==> config.mk <==
export PLATFORM = sky130hd
export DESIGN_NAME = wire_test_sequencer
export DESIGN_NICKNAME = d
export VERILOG_FILES = /design/src/rtl/wire_test_sequencer.sv
export SDC_FILE = /design/constraint.sdc
export NUM_CORES = 1
export LEC_CHECK = 0
export CAP_MARGIN = 20
export CORE_MARGIN = 2
export CORE_UTILIZATION = 54
export DETAILED_ROUTE_END_ITERATION = 7
export PLACE_DENSITY_LB_ADDON = 0.25
export SETUP_SLACK_MARGIN = 0.15
export SYNTH_ARGS = -nofsm -noshare
export SYNTH_HDL_FRONTEND = slang
export SYNTH_SLANG_ARGS = --single-unit
==> constraint.sdc <==
create_clock -name clk -period 2.75 [get_ports clk]
set_input_delay 0.55 -clock clk [delete_from_list [all_inputs] [get_ports clk]]
set_output_delay 0.55 -clock clk [all_outputs]
set_load 0.005 [all_outputs]
==> src/rtl/wire_test_sequencer.sv <==
// Self-test sequencer for the A -> (B, C) wire datapath: steps A through a
// fixed pattern, samples B and C at the end of each hold and reports results.
//
//   state    | meaning
//   ---------+-------------------------------------------------------
//   ST_IDLE  | after reset; a_out parked at IDLE_A, waiting for start
//   ST_DRIVE | pattern running; busy high, sampling on last hold cycle
//   ST_DONE  | run finished; results held until next start or reset
module wire_test_sequencer #(
    parameter int          HOLD_CYCLES = 20,
    parameter int          NUM_STEPS   = 4,
    parameter logic [31:0] PATTERN     = 32'h0000_000A,
    parameter logic        IDLE_A      = 1'b0,
    parameter logic        EXP_B_INV   = 1'b0,
    parameter logic        EXP_C_INV   = 1'b0
) (
    input  logic       clk,
    input  logic       rst_n,
    input  logic       start,
    input  logic       b_in,
    input  logic       c_in,
    output logic       a_out,
    output logic       busy,
    output logic       done,
    output logic       pass,
    output logic [5:0] err_count,
    output logic       first_fail_valid,
    output logic [4:0] first_fail_step
);

    localparam int            HW        = $clog2(HOLD_CYCLES + 1);
    localparam logic [HW-1:0] HOLD_LOAD = HW'(HOLD_CYCLES - 1);
    localparam logic [4:0]    LAST_STEP = 5'(NUM_STEPS - 1);

    typedef enum logic [1:0] {ST_IDLE, ST_DRIVE, ST_DONE} state_t;

    state_t        state;
    logic [4:0]    step;
    logic [HW-1:0] hold;

    logic       exp_a;
    logic       step_fail;
    logic [5:0] err_next;
    logic [4:0] step_nxt;

    // A step fails once even when both B and C mismatch; the count saturates.
    always_comb begin
        exp_a     = PATTERN[step];
        step_fail = (b_in != (exp_a ^ EXP_B_INV)) || (c_in != (exp_a ^ EXP_C_INV));
        err_next  = (step_fail && (err_count != 6'd63)) ? err_count + 6'd1 : err_count;
        step_nxt  = step + 5'd1;
    end

    always_ff @(posedge clk or negedge rst_n) begin
        if (!rst_n) begin
            state            <= ST_IDLE;
            step             <= '0;
            hold             <= '0;
            a_out            <= IDLE_A;
            busy             <= 1'b0;
            done             <= 1'b0;
            pass             <= 1'b0;
            err_count        <= '0;
            first_fail_valid <= 1'b0;
            first_fail_step  <= '0;
        end else begin
            done <= 1'b0;
            case (state)
                ST_IDLE, ST_DONE: begin
                    if (start) begin
                        state            <= ST_DRIVE;
                        step             <= '0;
                        hold             <= HOLD_LOAD;
                        a_out            <= PATTERN[0];
                        busy             <= 1'b1;
                        pass             <= 1'b0;
                        err_count        <= '0;
                        first_fail_valid <= 1'b0;
                        first_fail_step  <= '0;
                    end
                end
                ST_DRIVE: begin
                    if (hold == '0) begin
                        err_count <= err_next;
                        if (step_fail && !first_fail_valid) begin
                            first_fail_valid <= 1'b1;
                            first_fail_step  <= step;
                        end
                        if (step == LAST_STEP) begin
                            state <= ST_DONE;
                            a_out <= IDLE_A;
                            busy  <= 1'b0;
                            done  <= 1'b1;
                            pass  <= (err_next == 6'd0);
                        end else begin
                            step  <= step_nxt;
                            hold  <= HOLD_LOAD;
                            a_out <= PATTERN[step_nxt];
                        end
                    end else begin
                        hold <= hold - 1'b1;
                    end
                end
                default: state <= ST_IDLE;
            endcase
        end
    end

endmodule

== Yosys cells after proc, flatten, opt, wreduce, memory -nomap -nowiden ==
Memory sizes are Yosys's and may differ from the RTL's.
Cells that the tools add are included.

* Memories: 2
* Register bits: 28
* Bits in read-only memories: 64

{| class="wikitable"
|+ Memory list
! memory !! depth !! width !! read ports !! clocked after memory_dff !! write ports !! RTL line !! text
|-
| (no name shown) || 32 || 1 || 1 || 0 || 0 || 98 || <nowiki>a_out <= PATTERN[step_nxt];</nowiki>
|-
| (no name shown) || 32 || 1 || 1 || 0 || 0 || 48 || <nowiki>exp_a = PATTERN[step];</nowiki>
|}

* $add $sub $neg: 3
* Eq/ne operators: 12
* Reductions and logical operators: 15
* Order comparisons: 2
* Multiplexer cells: 38

{| class="wikitable"
|+ Operator list
! operator !! count
|-
| 5-bit 2-to-1 mux || 8
|-
| 5-bit one-hot mux with 2 select lines || 3
|-
| 6-bit 2-to-1 mux || 3
|-
| 1-bit 2-to-1 mux || 15
|-
| 5-bit by 6-bit < comparator with 1-bit output (second input constant) || 2
|-
| 6-bit one-hot mux with 2 select lines || 1
|-
| 4-bit AND reduction || 3
|-
| 2-bit != test (second input constant) || 5
|-
| 3-bit AND reduction || 3
|-
| 1-bit one-hot mux with 2 select lines || 4
|-
| 6-bit by 1-bit adder with 6-bit output (second input constant) || 1
|-
| 6-bit logical NOT || 1
|-
| 2-bit 2-to-1 mux || 3
|-
| 6-bit != test (second input constant) || 1
|-
| 5-bit by 1-bit adder with 5-bit output (second input constant) || 1
|-
| 5-bit by 2-bit equality test with 1-bit output (second input constant) || 1
|-
| 5-bit logical NOT || 1
|-
| 5-bit by 1-bit subtractor with 5-bit output (second input constant) || 1
|-
| 2-bit one-hot mux with 2 select lines || 1
|-
| 3-bit != test (second input constant) || 1
|-
| 2-bit by 1-bit equality test with 1-bit output (second input constant) || 1
|-
| 2-bit equality test (second input constant) || 1
|-
| 1-bit logical AND || 2
|-
| 2-bit logical NOT || 1
|-
| other kinds (5) || 6
|}

== Longest topological paths before layout ==
Gate-level depths: netlist of the first run.

* Depth after elaboration: 10
* Gate-level depth with buffers: 7

== Least setup slack after synthesis of the first run ==
No wires, ideal clock.

* Path kind: flip-flop to flip-flop
* From: register step[2]
* To: register first_fail_step[0]
* Setup time: 0.119 ns
* Clock period less this slack: 2.041 ns
* Slack: 0.709 ns
* Arrival time: 1.921 ns
* Cell stages (with the launch flop): 7
* Buffers on the path: 1
* Cells stage by stage: dfrtp_1 -> buf_6 -> nor4b_4 -> mux2i_2 -> nor2b_1 -> o21ai_1 -> a21bo_2

* Longest elaborated chain between the ends: 7
* Elaborated cells on any way between the ends: 8
* Those cells by class: 3 x eq/ne; 1 x mux; 3 x reduce/logical; 1 x memory

{| class="wikitable"
|+ RTL lines
! item !! RTL line !! text
|-
| start: declaration || 38 || <nowiki>logic [4:0] step;</nowiki>
|-
| start signal: assignment || 96 || <nowiki>step <= step_nxt;</nowiki>
|-
| memory 32 x 1 bit (*) || -- ||
|-
| 1-bit 2-to-1 mux (implied by the code) (*) || 48 ||
|-
| 1-bit != test || 49 || <nowiki>step_fail = (b_in != (exp_a ^ EXP_B_INV)) || (c_in != (exp_a ^ EXP_C_INV));</nowiki>
|-
| 1-bit logical OR (*) || 49 ||
|-
| 1-bit logical AND (*) || 85 || <nowiki>if (step_fail && !first_fail_valid) begin</nowiki>
|-
| 2-bit != test (no source line) (*) || -- ||
|-
| 4-bit AND reduction (no source line) (*) || -- ||
|-
| end signal: assignment || 87 || <nowiki>first_fail_step <= step;</nowiki>
|-
| end: declaration || 28 || <nowiki>output logic [4:0] first_fail_step</nowiki>
|}

Every way passes the cells marked *; elsewhere a longest branch is shown, timed or not. The select of a mux whose other input is x is not followed.
A chain may end at the register's enable or synchronous reset.

== Worst setup path in the final report of the first run ==
* From: register step[3]
* To: register pass

* Longest elaborated chain between the ends: 10
* Elaborated cells on any way between the ends: 14
* Those cells by class: 4 x eq/ne; 5 x mux; 4 x reduce/logical; 1 x memory

{| class="wikitable"
|+ RTL lines
! item !! RTL line !! text
|-
| memory 32 x 1 bit || -- ||
|-
| 1-bit 2-to-1 mux (implied by the code) || 48 ||
|-
| 1-bit != test || 49 ||
|-
| 1-bit logical OR || 49 ||
|-
| 1-bit logical AND || 50 || <nowiki>err_next = (step_fail && (err_count != 6'd63)) ? err_count + 6'd1 : err_count;</nowiki>
|-
| 6-bit 2-to-1 mux || 50 ||
|-
| 6-bit logical NOT || 94 || <nowiki>pass <= (err_next == 6'd0);</nowiki>
|-
| 1-bit 2-to-1 mux || 89 || <nowiki>if (step == LAST_STEP) begin</nowiki>
|-
| 1-bit 2-to-1 mux || 83 || <nowiki>if (hold == '0) begin</nowiki>
|-
| 1-bit one-hot mux with 2 select lines || 68 || <nowiki>case (state)</nowiki>
|-
| end signal: assignment || 94 ||
|-
| end: declaration || 25 || <nowiki>output logic pass,</nowiki>
|}

Several ways; a longest one is shown, not always the timed one. The select of a mux whose other input is x is not followed.

==> results of run 1 <==
-- cells in the mapped netlist (all sizes together) (2+ instances only) --
| cell type | count |
|---|---|
| o41ai | 2 |
| clkbuf | 3 |
| buf | 3 |
| dfrtp | 28 |
| a22o | 2 |
| nand2 | 18 |
| and2 | 5 |
| nand3 | 12 |
| a21bo | 5 |
| xor2 | 2 |
| inv | 5 |
| ha | 3 |
| a21oi | 5 |
| mux2i | 2 |
| o21ai | 16 |
| nor4b | 2 |
| a31oi | 4 |
| nand4 | 8 |
| nand2b | 2 |
| or2 | 4 |
| nor3 | 2 |
| nor2 | 9 |
| nor2b | 4 |
-- power groups by stage --
stage / clock network [mW] / registers (mW) / logic [mW]
2_1_floorplan: 0 / 0.644 / 0.375
3_3_place_gp: 0 / 0.667 / 0.564
3_5_place_dp: 0 / 0.679 / 0.592
4_1_cts: 0.220 / 0.669 / 0.595
5_1_grt: 0.225 / 0.685 / 0.666
6_report: 0.216 / 0.669 / 0.591
-- how the worst min path moves through the flow --
stage          slack [ps]            endpoint                from
2_1_floorplan         250               a_out               rst_n
3_3_place_gp          460               a_out               a_out
3_5_place_dp          480               a_out               a_out
4_1_cts               510  first_fail_step[3]  first_fail_step[3]
5_1_grt               520  first_fail_step[3]  first_fail_step[3]
6_report              510  first_fail_step[3]  first_fail_step[3]
-- logic make-up (layout without fill, tap and decap cells) --
logic type	after synthesis	after routing
AO/OA/AOI/OAI	41	41
AND/OR/NAND/NOR	70	70
adder cells (fa/ha/maj)	3	3
multiplexers	3	3
buffers and inverters	11	33
XOR/XNOR	3	3
flip-flops	28	28
-- flip-flops by register name (all words and copies together), names as in the netlist --
signal and flops:
err_count 6, step 5, busy 1, a_out 1
done 1, pass 1, first_fail_valid 1, state 2
first_fail_step 5, hold 5
-- layout make-up --
type / instances / area share (%)
flip-flops and latches: 28 / 38.6
clock buffers: 4 / 2.00
well taps: 31 / 2.14
inverters: 5 / 1.03
multi-input cells: 120 / 43.5
repair buffers: 24 / 12.7
-- worst reg2reg max path, stage by stage, from the launching register on --
cell,delay (ps)
dfrtp_1,540
nor4b_4,340
mux2i_2,490
and2_1,310
a41oi_2,150
o41ai_2,320
-- metal layers --
metal / up-vias / GRT usage [%] / wire length, microns
li1: 622 / - / -
met3: 4 / 4.31 / 158
met1: 579 / 31.4 / 1530
met4: 0 / 10.6 / 66
met5: - / 0 / 0
met2: 28 / 35.2 / 1600
==> impl.org, run 1 <==
** Place
- Worst slack at placement :: 323 ps
- Buffers placed on the I/O ports in this run total 20.
- In this run, placement finished with an instance count of 208.
- HPWL reported at the end of detailed placement :: ~2400 microns
- At the end of routability-driven placement, the weighted congestion stood at 0.927.
- Summing all placed instances gives a cell area of 1780 sq um.

** Power
- The internal portion of the total power is 918 uW.
- Total power after layout :: 1.48 mW
- Pwr Density :: 813 nW/um^2
- Leakage :: 0.769 nW
- Combinational power share :: 40.0%
- Net switching power of the design :: 558 uW
- Of the total power, the clock network draws about 15%.
- VDD sags by at most 0.557 mV.
- Fraction of power spent switching nets :: a little under two fifths
- Seq pwr share :: 45.3%

** Clock tree
- The root buffer cell chosen for the clock tree is clkbuf_4.
- Clock-pin slew of the registers on the worst-case setup and hold paths :: roughly 160 ps
- Post-CTS timing repair inserted 0 buffers for setup.
- Num Clock Sinks :: 28
- In this run the deepest clock path goes through 2 buffers.
- Clock tree from TritonCTS :: built
- Clock buffers created by TritonCTS :: 3
- In this run, post-CTS repair resized a total of 0 instances.
- Worst-Skew Late Latency :: 350 ps
- Hold buffers post-CTS :: 0
- CTS built an H-tree with a depth of 1.

** Setup path
- Grouping stages by cell kind, the critical path spends the most delay in simple AND/OR/NAND/NOR gates.
- The most critical setup path has its endpoint at pass.
- Worst reg2reg startpoint :: step[3]
- Critical path's slowest cell :: dfrtp_1
- Biggest cell delay along the critical path :: 540 ps
- In this run the number of cells on the critical path is 5.
- CP bufs+invs :: 0
- Category of the critical setup timing path :: reg2reg
- R2R depth :: 5
- Kind of start point of the critical path :: register
- Worst EP arrival :: 2500 ps
- In this run the worst path has a maximum fanout of 10.
- Source of the critical timing path :: step[3]
- The worst setup path is captured at a register.
- Slack of the worst reg-to-reg path :: 520 ps
- The signal on the critical path passes through nor4b_4, mux2i_2, and2_1, a41oi_2, o41ai_2.
- Data required time at the worst endpoint :: 3010 ps
- The endpoint identified for the worst register-to-register timing path is pass.

** Min path
- Along the worst hold path, the cell count comes to 1.
- The path class of the tightest hold or removal check is reg2reg.

** Layout
- Most used cells in the layout excluding fill and tap cells :: 28 x dfrtp_1, 20 x clkdlybuf4s50_1, 18 x nand2_1
- Area of the multi-input gates :: 790 sq um
- Area of all sequential standard cells :: 701 sq um
- After the last flow step, the layout net total stands at 190.
- Final instance area :: 1810 sq um
- Fill cell count :: 238
- Final cell count without fillers :: ~210
- Most common library cell in the layout ignoring fill and taps :: dfrtp_1
- In the final layout, the share of cells above drive strength 1 is 13.3%.
- From synthesis to final layout, the design area changed by 17.2%.
- Share of the core filled with cells in the final layout :: 66.4%
- Number of antenna diodes :: 0

** Floorplanning
- The floorplan step set the die height to 57.5 microns.
- During I/O placement, the number of pins put on the boundary was 21.
- From left edge to right edge, the die measures 57.5 microns.
- Placeable core area :: 2730 sq um
- Die ar. :: 3310 sq um
- Once the floorplan was initialized, standard cells occupied 56.6% of the core.
- The floorplan has 19 rows.

** Synthesis
- The largest total area in the synthesized netlist belongs to dfrtp_1.
- In the synthesized netlist the async set-or-reset flop fraction comes to 100%.
- Number of enable flip-flop cells after synthesis :: 0
- Sequential element share of the synthesized area :: 45.3%
- Counting flops and latches in the post-synthesis netlist gives 28.
- Total number of yosys warnings :: 0
- By area, the combinational part of the netlist is dominated by simple AND/OR/NAND/NOR gates.
- Cell Area, Synth :: 1550 sq um
- Post-Synthesis Mean Instance Area :: just under 10 sq um
- Post-synth net total :: between 150 and 200
- Simple-gate share of the synthesized area :: 24.6%
- Synth top area cells :: dfrtp_1 45%, o21ai_0 4.5%, nand2_1 4.4%
- Summing the areas of all fa, ha and maj instances in the mapped netlist gives 2.43% of the synthesized area.
- Portion of netlist area occupied by mux cells :: 2.26%
- Number of distinct library cells after synthesis :: slightly above 40
- The synthesized netlist devotes 20.0% of its cell area to compound gates.
- Most common flop cell mapped by yosys :: dfrtp_1
- Fraction of synthesized cell area taken by the top area cell type :: 45.3%
- Of the total synthesized cell area, the portion taken by XOR and XNOR cells is 1.70%.
- After technology mapping, the gate count stands at between 150 and 200.

** Route
- Detail-routed via count per cell :: 5.82
- Initial DRT Pass Iterations :: 4
- In the routed design, unresolved DRC markers number 0.
- Routed len/inst :: 15.8 microns
- For this block, the routed nets add up to 3360 microns of wire.
- DRT antenna net count :: 0
- The routed layout has 1233 vias.
- DR iter-0 viols :: 44

** GRT
- The number of antenna violations at the first check in global routing was 0.
- Leftover overflow at the end of global routing :: 0
- Pin count of the biggest net entering global routing :: 29
- The via count of the first global-routing pass is 1193.
- Global-route wire length before repair :: around 5700 microns
- Global-route total usage across every layer :: 22.9%

** Timing
- In the post-route analysis, the smallest setup slack over all paths is 515 ps.
- Setup repair after global routing left no endpoint under its margin.
- The final count of pins violating max slew is 0.
- The final critical path takes up 81.3% of the cycle.
- Hold Violations, Final :: 0
- The clock period could shrink to 2230 ps.
- Setup total negative slack on the finished layout was measured at 0 ps.
- For the pin with the worst max-slew slack, the measured transition is 618 ps.
- Maximum achievable frequency :: 447 MHz
- Headroom to the max-slew limit came out at 58.5%.
- Number of setup violations in the final report :: 0
- Worst hold margin :: around 500 ps
- Post-Route Skew :: 5.15 ps

** Job
- Across the run, the number of max-cap violations was 0.

** Status
- Result of the run :: complete, no violations
Note: power is estimated with default switching activity, not from simulation.
==> run 2: changes to the inputs <==
--- a/config.mk
+++ b/config.mk
@@ -7,7 +7,7 @@
 export LEC_CHECK = 0
 export CAP_MARGIN = 20
 export CORE_MARGIN = 2
-export CORE_UTILIZATION = 54
+export CORE_UTILIZATION = 49
 export DETAILED_ROUTE_END_ITERATION = 7
 export PLACE_DENSITY_LB_ADDON = 0.25
 export SETUP_SLACK_MARGIN = 0.15
==> constraint.sdc (replaced) <==
create_clock -name clk -period 1.8 [get_ports clk]
set_input_delay 0.36 -clock clk [delete_from_list [all_inputs] [get_ports clk]]
set_output_delay 0.36 -clock clk [all_outputs]
set_load 0.005 [all_outputs]
==> run 2 against run 1 <==
The flow now finishes with violations (negative setup slack). Wire length is 32% higher. Utilization increased by 11 points. First-iteration DRC count increased by 36%. Critical path depth rose by 2. Non-clock buffer count grew 44. Cell count is 27% higher. Maximum frequency up 17%.
==> impl.org, run 2 (synthesized netlist as in run 1, its figures left out) <==
** Power
- The part of the total power dissipated in sequential elements was 34.6% (-11 points).
- The relative contribution of the clock network to total power is 11.9% (-2.8 points).
- The combinational share of power came to 53.6% (+14 points).
- Internal Power :: 1.75 mW (+91%)
- The static power due to leakage was 1.08 nW (+40%).
- Maximum ir drop on the vdd rail :: 0.855 mV (+53%)
- The net switching component of the power came to 1.09 mW (+96%).
- The power per cell area came to 1210 nW/um^2 (+49%).
- Fraction of power spent switching nets :: 38.4% (+0.60 points)

** GRT
- Pin count of the biggest net entering global routing :: 29 (unchanged)
- Global-route wire length before repair :: 6750 microns (+19%)
- Global-route total usage across every layer :: 25.1% (+2.2 points)
- The via count of the first global-routing pass was 1458 (+22%).
- Antenna violations before repair :: 0 (unchanged)
- Leftover overflow at the end of global routing :: 0 (unchanged)

** Timing
- Time the final worst path needs with I/O delays and setup :: 1920 ps (-319 ps)
- The pin slew with the least headroom to its limit was 374 ps (-243 ps).
- Total negative slack :: -735 ps (-735 ps)
- Period Utilization, post-route :: 106% (+25 points)
- Post-Route Skew :: 6.77 ps (+1.62 ps)
- Maximum achievable frequency :: 522 MHz (+17%)
- Hold Violations, Final :: 0 (unchanged)
- Setup repair after global routing could not meet its margin everywhere.
- The worst setup margin was -116 ps (-631 ps).
- The final count of pins violating max slew is 0 (unchanged).
- The total of endpoints with negative setup slack in the final report came to 11 (+11).
- Max transition margin :: 74.8% (+16 points)

** Setup path
- Category of the critical setup timing path :: reg2reg
- STA classifies the critical path startpoint as a register.
- Critical Path Fanout Max :: 5 (-5)
- The slowest stage of the critical path is the dfrtp_1 cell.
- CP Cell Sequence :: nor4b_4, mux2i_4, buf_4, buf_4, a31oi_1, o21ai_0, o21ai_1
- Worst EP arrival :: 2170 ps (-330 ps)
- The required arrival time at the worst endpoint is 2060 ps (-950 ps).
- Among the stages of the critical path, the cell type that occurs most often is buf_4.
- STA classifies the critical path endpoint as a register.
- The largest incremental delay on the critical path is 440 ps (-100 ps).

** Clock tree
- The maximum clock path buffer count is 2 (unchanged).
- The clock transition at the registers of the reported paths was 160 ps (about the same).
- # H-tree levels :: 1 (unchanged)
- TritonCTS built the clock tree.
- Root buf cell :: clkbuf_4
- The clock latency on the worst-skew pair is 360 ps (about the same).
- The number of clock buffers inserted by TritonCTS came to 3 (unchanged).
- The clock sink count came to 28 (unchanged).
- Hold buffers post-CTS :: 0 (unchanged)

** Route
- DR iter-0 viols :: 60 (+36%)
- The number of design rule violations left after detail routing came to 0 (unchanged).
- Routed len/inst :: 16.4 microns (+3.7%)
- The antenna violation net count after detailed routing was 0 (unchanged).
- The total wirelength of the detailed-routed design is 4410 microns (+32%).
- The number of vias after detailed routing is 1527 (+24%).
- Initial DRT Pass Iterations :: 4 (unchanged)
- Detail-routed via count per cell :: 5.68 (-2.4%)

** Floorplanning
- The effective utilization at floorplan is 51.1% (-5.5 points).
- The die boundary width was 60.2 microns (+4.6%).
- The total number of placement rows is 20 (+1).
- Die ar. :: 3620 sq um (+9.5%)
- Placeable core area :: 3030 sq um (+11%)
- The top-level I/O count is 21 (unchanged).
- The die height was 60.2 microns (+4.6%).

** Layout
- Most used cells in the layout excluding fill and tap cells :: 43 x buf_4, 28 x dfrtp_1, 14 x clkdlybuf4s50_1
- Relative to the synthesized area, the layout overhead comes to 51.4%.
- Counting flops per register, the top entry is err_count.
- The final non-filler cell total is 269 (+27%).
- Layout Nets :: 234 (+23%)
- The flip-flop count of the largest register after layout came to 6 (unchanged).
- Share of final-layout standard cells stronger than drive strength 1 :: 44.0% (+31 points)
- Fill cell count :: 193 (-19%)
- The antenna diode count was 0 (unchanged).
- Most common library cell in the layout ignoring fill and taps :: buf_4

** Place
- Count of placed standard cells including taps :: 237 (+14%)
- The total of buffers placed on input and output ports is 20 (unchanged).
- The post-DP HPWL is 2600 microns (+8.9%).
- Final weighted congestion in routability-driven placement :: 0.901 (-2.8%)

** Job
- Number of maximum-capacitance violations :: 0 (unchanged)

** Status
- Result of the run :: finished, violations left
- The final reports fail on negative setup slack.

** Min path
- In this run the worst hold path is classified as in2async.
[run 2: cell types whose count changed in the layout (fill, tap and decap cells not counted), sizes merged]
| cell | change |
|---|---|
| clkdlybuf4s50 | -6 |
| dlymetal6s2s | +2 |
| buf | +44 |
| dlygate4sd2 | +4 |
[run 2: area by class of cell]
type | count | area (sq um) | area share (%)
multi-input combinational | 120 | 951 | 40.6
inverter | 5 | 21.3 | 0.908
tap | 44 | 55.1 | 2.35
timing repair buffer | 68 | 579 | 24.7
sequential | 28 | 701 | 29.9
clock buffer | 4 | 36.3 | 1.55
[run 2: critical path: cells and delay by family (launching register included)]
family | cells | cell delay, ps
AO/OA/AOI/OAI | 3 | 320
flip-flops | 1 | 440
multiplexers | 1 | 390
AND/OR/NAND/NOR | 1 | 350
buffers and inverters | 2 | 310
[run 2: power by group through the flow]
stage	clock (mW)	sequential, mW	combinational, mW
after global routing	0.363	1.00	1.66
after global placement	0	0.990	1.07
after detailed placement	0	1.01	1.11
after CTS	0.326	0.978	1.27
final	0.337	0.984	1.52
after floorplan	0	1.01	0.643
[run 2: timing repair]
action / 4_1_cts / 5_1_grt
gates cloned: 0 / 0
buffers inserted: 17 / 11
endpoints found under the setup margin: 31 / 32
resized for setup: 18 / 24
pin swaps: 14 / 12
[run 2: worst paths after layout]
path,end,cells past startpoint,start,slack [ps]
max in group asynchronous,pass,2,rst_n,1170
worst min register to register,busy,2,busy,520
worst max register to register,err_count[3],7,step[3],-120
min in group clk,busy,2,busy,520
worst min-delay path,step[2],2,rst_n,360
worst max-delay path,err_count[3],7,step[3],-120
[run 2: per-layer routing]
layer  global-route usage, %  share of wire, %  vias to the layer above
met5                       0                 0                        -
met4                    8.89               3.6                        0
met1                    31.3                42                      755
met2                    45.0                51                       42
met3                    1.95               4.0                       17
li1                        -                 -                      713
[run 2: stage by stage]
step	power (mW)	area (sq um)	hold WS (ps)	utilization [%]	setup slack, ps
floorplan	1.65	1610	64.4	-	-72.3
global placement	2.06	1980	477	65.3	-118
detailed placement	2.12	1980	482	65.3	-170
CTS	2.58	2180	385	71.9	-106
global route	3.03	2340	404	77.4	-183
finish	2.85	2340	357	77.4	-116
==> run 3: changes to the inputs <==
--- a/config.mk
+++ b/config.mk
@@ -5,10 +5,12 @@
 export SDC_FILE = /design/constraint.sdc
 export NUM_CORES = 1
 export LEC_CHECK = 0
+export ABC_AREA = 1
 export CAP_MARGIN = 20
 export CORE_MARGIN = 2
 export CORE_UTILIZATION = 49
 export DETAILED_ROUTE_END_ITERATION = 7
+export GPL_TIMING_DRIVEN = 0
 export PLACE_DENSITY_LB_ADDON = 0.25
 export SETUP_SLACK_MARGIN = 0.15
 export SYNTH_ARGS = -nofsm -noshare
==> run 3 against run 2 <==
The run now ends clean. Cell count fell by 1.1%. First-iteration DRC count rose by 52%. Sequential cell count did not move. Global-route usage fell by 4.8 points. Critical path depth fell by 6.
==> impl.org, run 3 <==
** Floorplanning
- The die area was 3820 sq um (+5.3%).
- Placeable core area :: 3100 sq um (+2.5%)
- Initial standard-cell utilization of the core :: 52.7% (+1.6 points)
- Number of cell rows :: 20 (unchanged)
- The die height was 61.8 microns (+2.6%).
- The die boundary width came to 61.8 microns (+2.6%).
- The top-level I/O count was 21 (unchanged).

** Timing
- The worst clock skew was 2.67 ps (-4.10 ps).
- The final period utilization is 87.9% (-19 points).
- Time the final worst path needs with I/O delays and setup :: 1580 ps (-334 ps)
- The peak clock frequency supported by timing came to 632 MHz (+21%).
- The worst-case headroom to the max-slew limit came to 56.7% (-18 points).
- Transition at the pin with the smallest max-transition slack :: 647 ps (+272 ps)
- The final count of pins violating max slew is 0 (unchanged).
- Number of setup violations in the final report :: 0 (-11)
- The count of final hold-check violations was 0 (unchanged).
- The final hold slack is 403 ps (+46.1 ps).
- Setup repair after global routing could not meet its margin everywhere.

** Route
- The total wirelength of the detailed-routed design is 3390 microns (-23%).
- The number of design rule violations left after detail routing was 0 (unchanged).
- The count of routing violations after the opening detailed-route iteration is 91 (+52%).
- DRT antenna net count :: 0 (unchanged)
- The number of vias per cell came to 5.10 (-10%).
- The number of vias after detailed routing was 1357 (-11%).
- The detail-routed net length per standard cell is 12.8 microns (-22%).
- Initial DRT Pass Iterations :: 5 (+1)

** Setup path
- The maximum fanout count along the critical path was 2 (-3).
- Biggest cell delay along the critical path :: 510 ps (+70 ps)
- Worst reg2reg startpoint :: hold[0]
- Data required time at the worst endpoint :: 1440 ps (-620 ps)
- Source of the critical timing path :: pass
- Critical path's slowest cell :: clkdlybuf4s50_1
- Worst EP arrival :: 1220 ps (-950 ps)
- Kind of start point of the critical path :: register
- The minimum setup slack among reg-to-reg paths is 260 ps (+380 ps).
- STA classifies the critical path endpoint as a primary output.
- The worst setup path is of the reg2out kind.
- In this design, the largest share of critical-path delay is due to buffers and inverters.
- The combined buffer and inverter count along the critical path came to 1 (-1).
- Walking the worst path, the cells encountered are clkdlybuf4s50_1.

** Synthesis
- Synth top area cells :: dfrtp_1 43%, nand2_1 11%, nor2_4 4.1%
- Post-synth net total :: 197 (+18%)
- The cell area after synthesis was 1640 sq um (+5.7%).
- The synthesis warning total came to 0 (unchanged).
- Number of enable flip-flop cells after synthesis :: 0 (unchanged)
- Fraction of synthesized cell area taken by the top area cell type :: 42.8% (-2.4 points)
- Of all cell types, the one taking the most synthesized area is dfrtp_1.
- The synthesized netlist cell count is 189 (+19%).
- Total of flip-flops plus latches after synthesis :: 28 (unchanged)
- Most frequent cells after synthesis :: 47 x nand2_1, 28 x dfrtp_1, 17 x inv_1
- The distinct cell type count of the synthesized netlist was 30 (-27%).
- The proportion of synthesized flip-flops having asynchronous set or reset was 100% (unchanged).
- Sequential element share of the synthesized area :: 42.8% (-2.4 points)
- The average cell area after synthesis came to 8.65 sq um (-11%).
- Most common flop cell mapped by yosys :: dfrtp_1
- Most common cell in the netlist :: nand2_1

** GRT
- Global-route wire length before repair :: 5660 microns (-16%)
- GR Util met1 :: 26.0% (-5.3 points)
- The met2 capacity usage during global routing came to 34.4% (-11 points).
- The total grt overflow was 0 (unchanged).
- The number of antenna violations at the first check in global routing came to 0 (unchanged).
- Number of global-route vias before repair :: 1294 (-11%)
- Global-route total usage across every layer :: 20.3% (-4.8 points)
- In this run the most used layer during global routing was met2.
- Met3 capacity usage during global routing :: 2.48% (+0.54 points)
- Pin count of the biggest net entering global routing :: 16 (-45%)

** Status
- Result of the run :: complete, no violations

** Layout
- Layout Nets :: 231 (-1.3%)
- The library cell used most frequently in the layout, excluding fill and tap cells, is nand2_1.
- Register name with the most flops :: err_count
- In the layout the commonest cells are 47 x nand2_1, 26 x dfrtp_1, 17 x clkdlybuf4s50_1.
- Max FFs per register :: 6 (unchanged)
- The antenna diode count was 0 (unchanged).
- Share of final-layout standard cells stronger than drive strength 1 :: 24.3% (-20 points)
- Final instance area :: 2030 sq um (-13%)
- Relative area change from synthesis to final layout :: 24.4%

** Job
- The number of violations of the max-capacitance limit is 0 (unchanged).

** Clock tree
- The maximum clock path buffer count came to 2 (unchanged).
- Clock-pin slew of the registers on the worst-case setup and hold paths :: 150 ps (about the same)
- In this run the clock root is driven by a clkbuf_4.
- # H-tree levels :: 1 (unchanged)
- TritonCTS built the clock tree.
- Worst-Skew Late Latency :: 330 ps (-30 ps)
- The number of buffers inserted by hold repair at cts came to 0 (unchanged).
- The number of clock buffers inserted by TritonCTS is 3 (unchanged).
- The clock sink count came to 28 (unchanged).

** Power
- The power consumption came to 2.82 mW (-0.97%).
- The maximum vdd ir drop came to 0.828 mV (-3.2%).
- Pwr Density :: 1380 nW/um^2 (+14%)
- The static power due to leakage came to 1.02 nW (-5.0%).

** Min path
- Worst hold path type :: in2async

** Place
- Placed cell areas :: 1910 sq um (-3.6%)
- Final weighted congestion in routability-driven placement :: 0.867 (-3.8%)
- HPWL reported at the end of detailed placement :: 2540 microns (-2.3%)
- The total of buffers placed on input and output ports was 20 (unchanged).
## run 3: kinds of logic after synthesis
family | synth area share [%]
and+or+nand+nor | 35.6
adders and majority gates | 2.30
DFF | 42.8
AOI/OAI and AO/OA | 9.87
xor gates and xnor gates | 2.68
buffers and inverters | 6.73
## run 3: cell type report
| type | count | area, sq um |
|---|---|---|
| Sequential cell | 28 | 703 |
| Inverter | 26 | 103 |
| Fill cell | 274 | 1070 |
| Buffer | 1 | 7.51 |
| Timing Repair Buffer | 29 | 275 |
| Clock buffer | 4 | 36.3 |
| Tap cell | 44 | 55.1 |
| Multi-Input combinational cell | 134 | 855 |
## run 3: per-layer routing
metal	share of wire [%]	up-vias
li1	-	685
met1	45	627
met2	50	39
met3	3.4	6
met4	1.6	0
met5	0	-
## run 3: timing repair
action                                 CTS  global route
endpoints found under the hold margin    0             0
resized for setup                        3             8
setup endpoints to repair                5            20
pin swaps                                0             3
setup buffers                            4             4
## run 3: worst paths after layout
check / end / cells past startpoint
max: pass / 1
min: first_fail_step[1] / 1
max in group asynchronous: err_count[3] / 2
max reg2reg: first_fail_step[0] / 8
min in group clk: first_fail_step[4] / 2
min reg2reg: first_fail_step[4] / 2
## run 3: metrics by stage
| stage | utilization (%) | TNS [ps] | worst slack (ps) | std cells |
|---|---|---|---|---|
| 2_1_floorplan | - | 0 | 355 | 189 |
| 3_3_place_gp | 60.9 | -506 | -18.9 | 253 |
| 3_5_place_dp | 61.4 | 0 | 37.6 | 254 |
| 4_1_cts | 63.5 | 0 | 129 | 262 |
| 5_1_grt | 65.6 | 0 | 127 | 266 |
| 6_report | 65.6 | 0 | 218 | 266 |
## run 3: power breakdown
| part | switching [mW] | total [mW] | internal, mW |
|---|---|---|---|
| Sequential | 0.211 | 1.07 | 0.859 |
| Clock | 0.185 | 0.309 | 0.124 |
| Combinational | 0.766 | 1.44 | 0.673 |
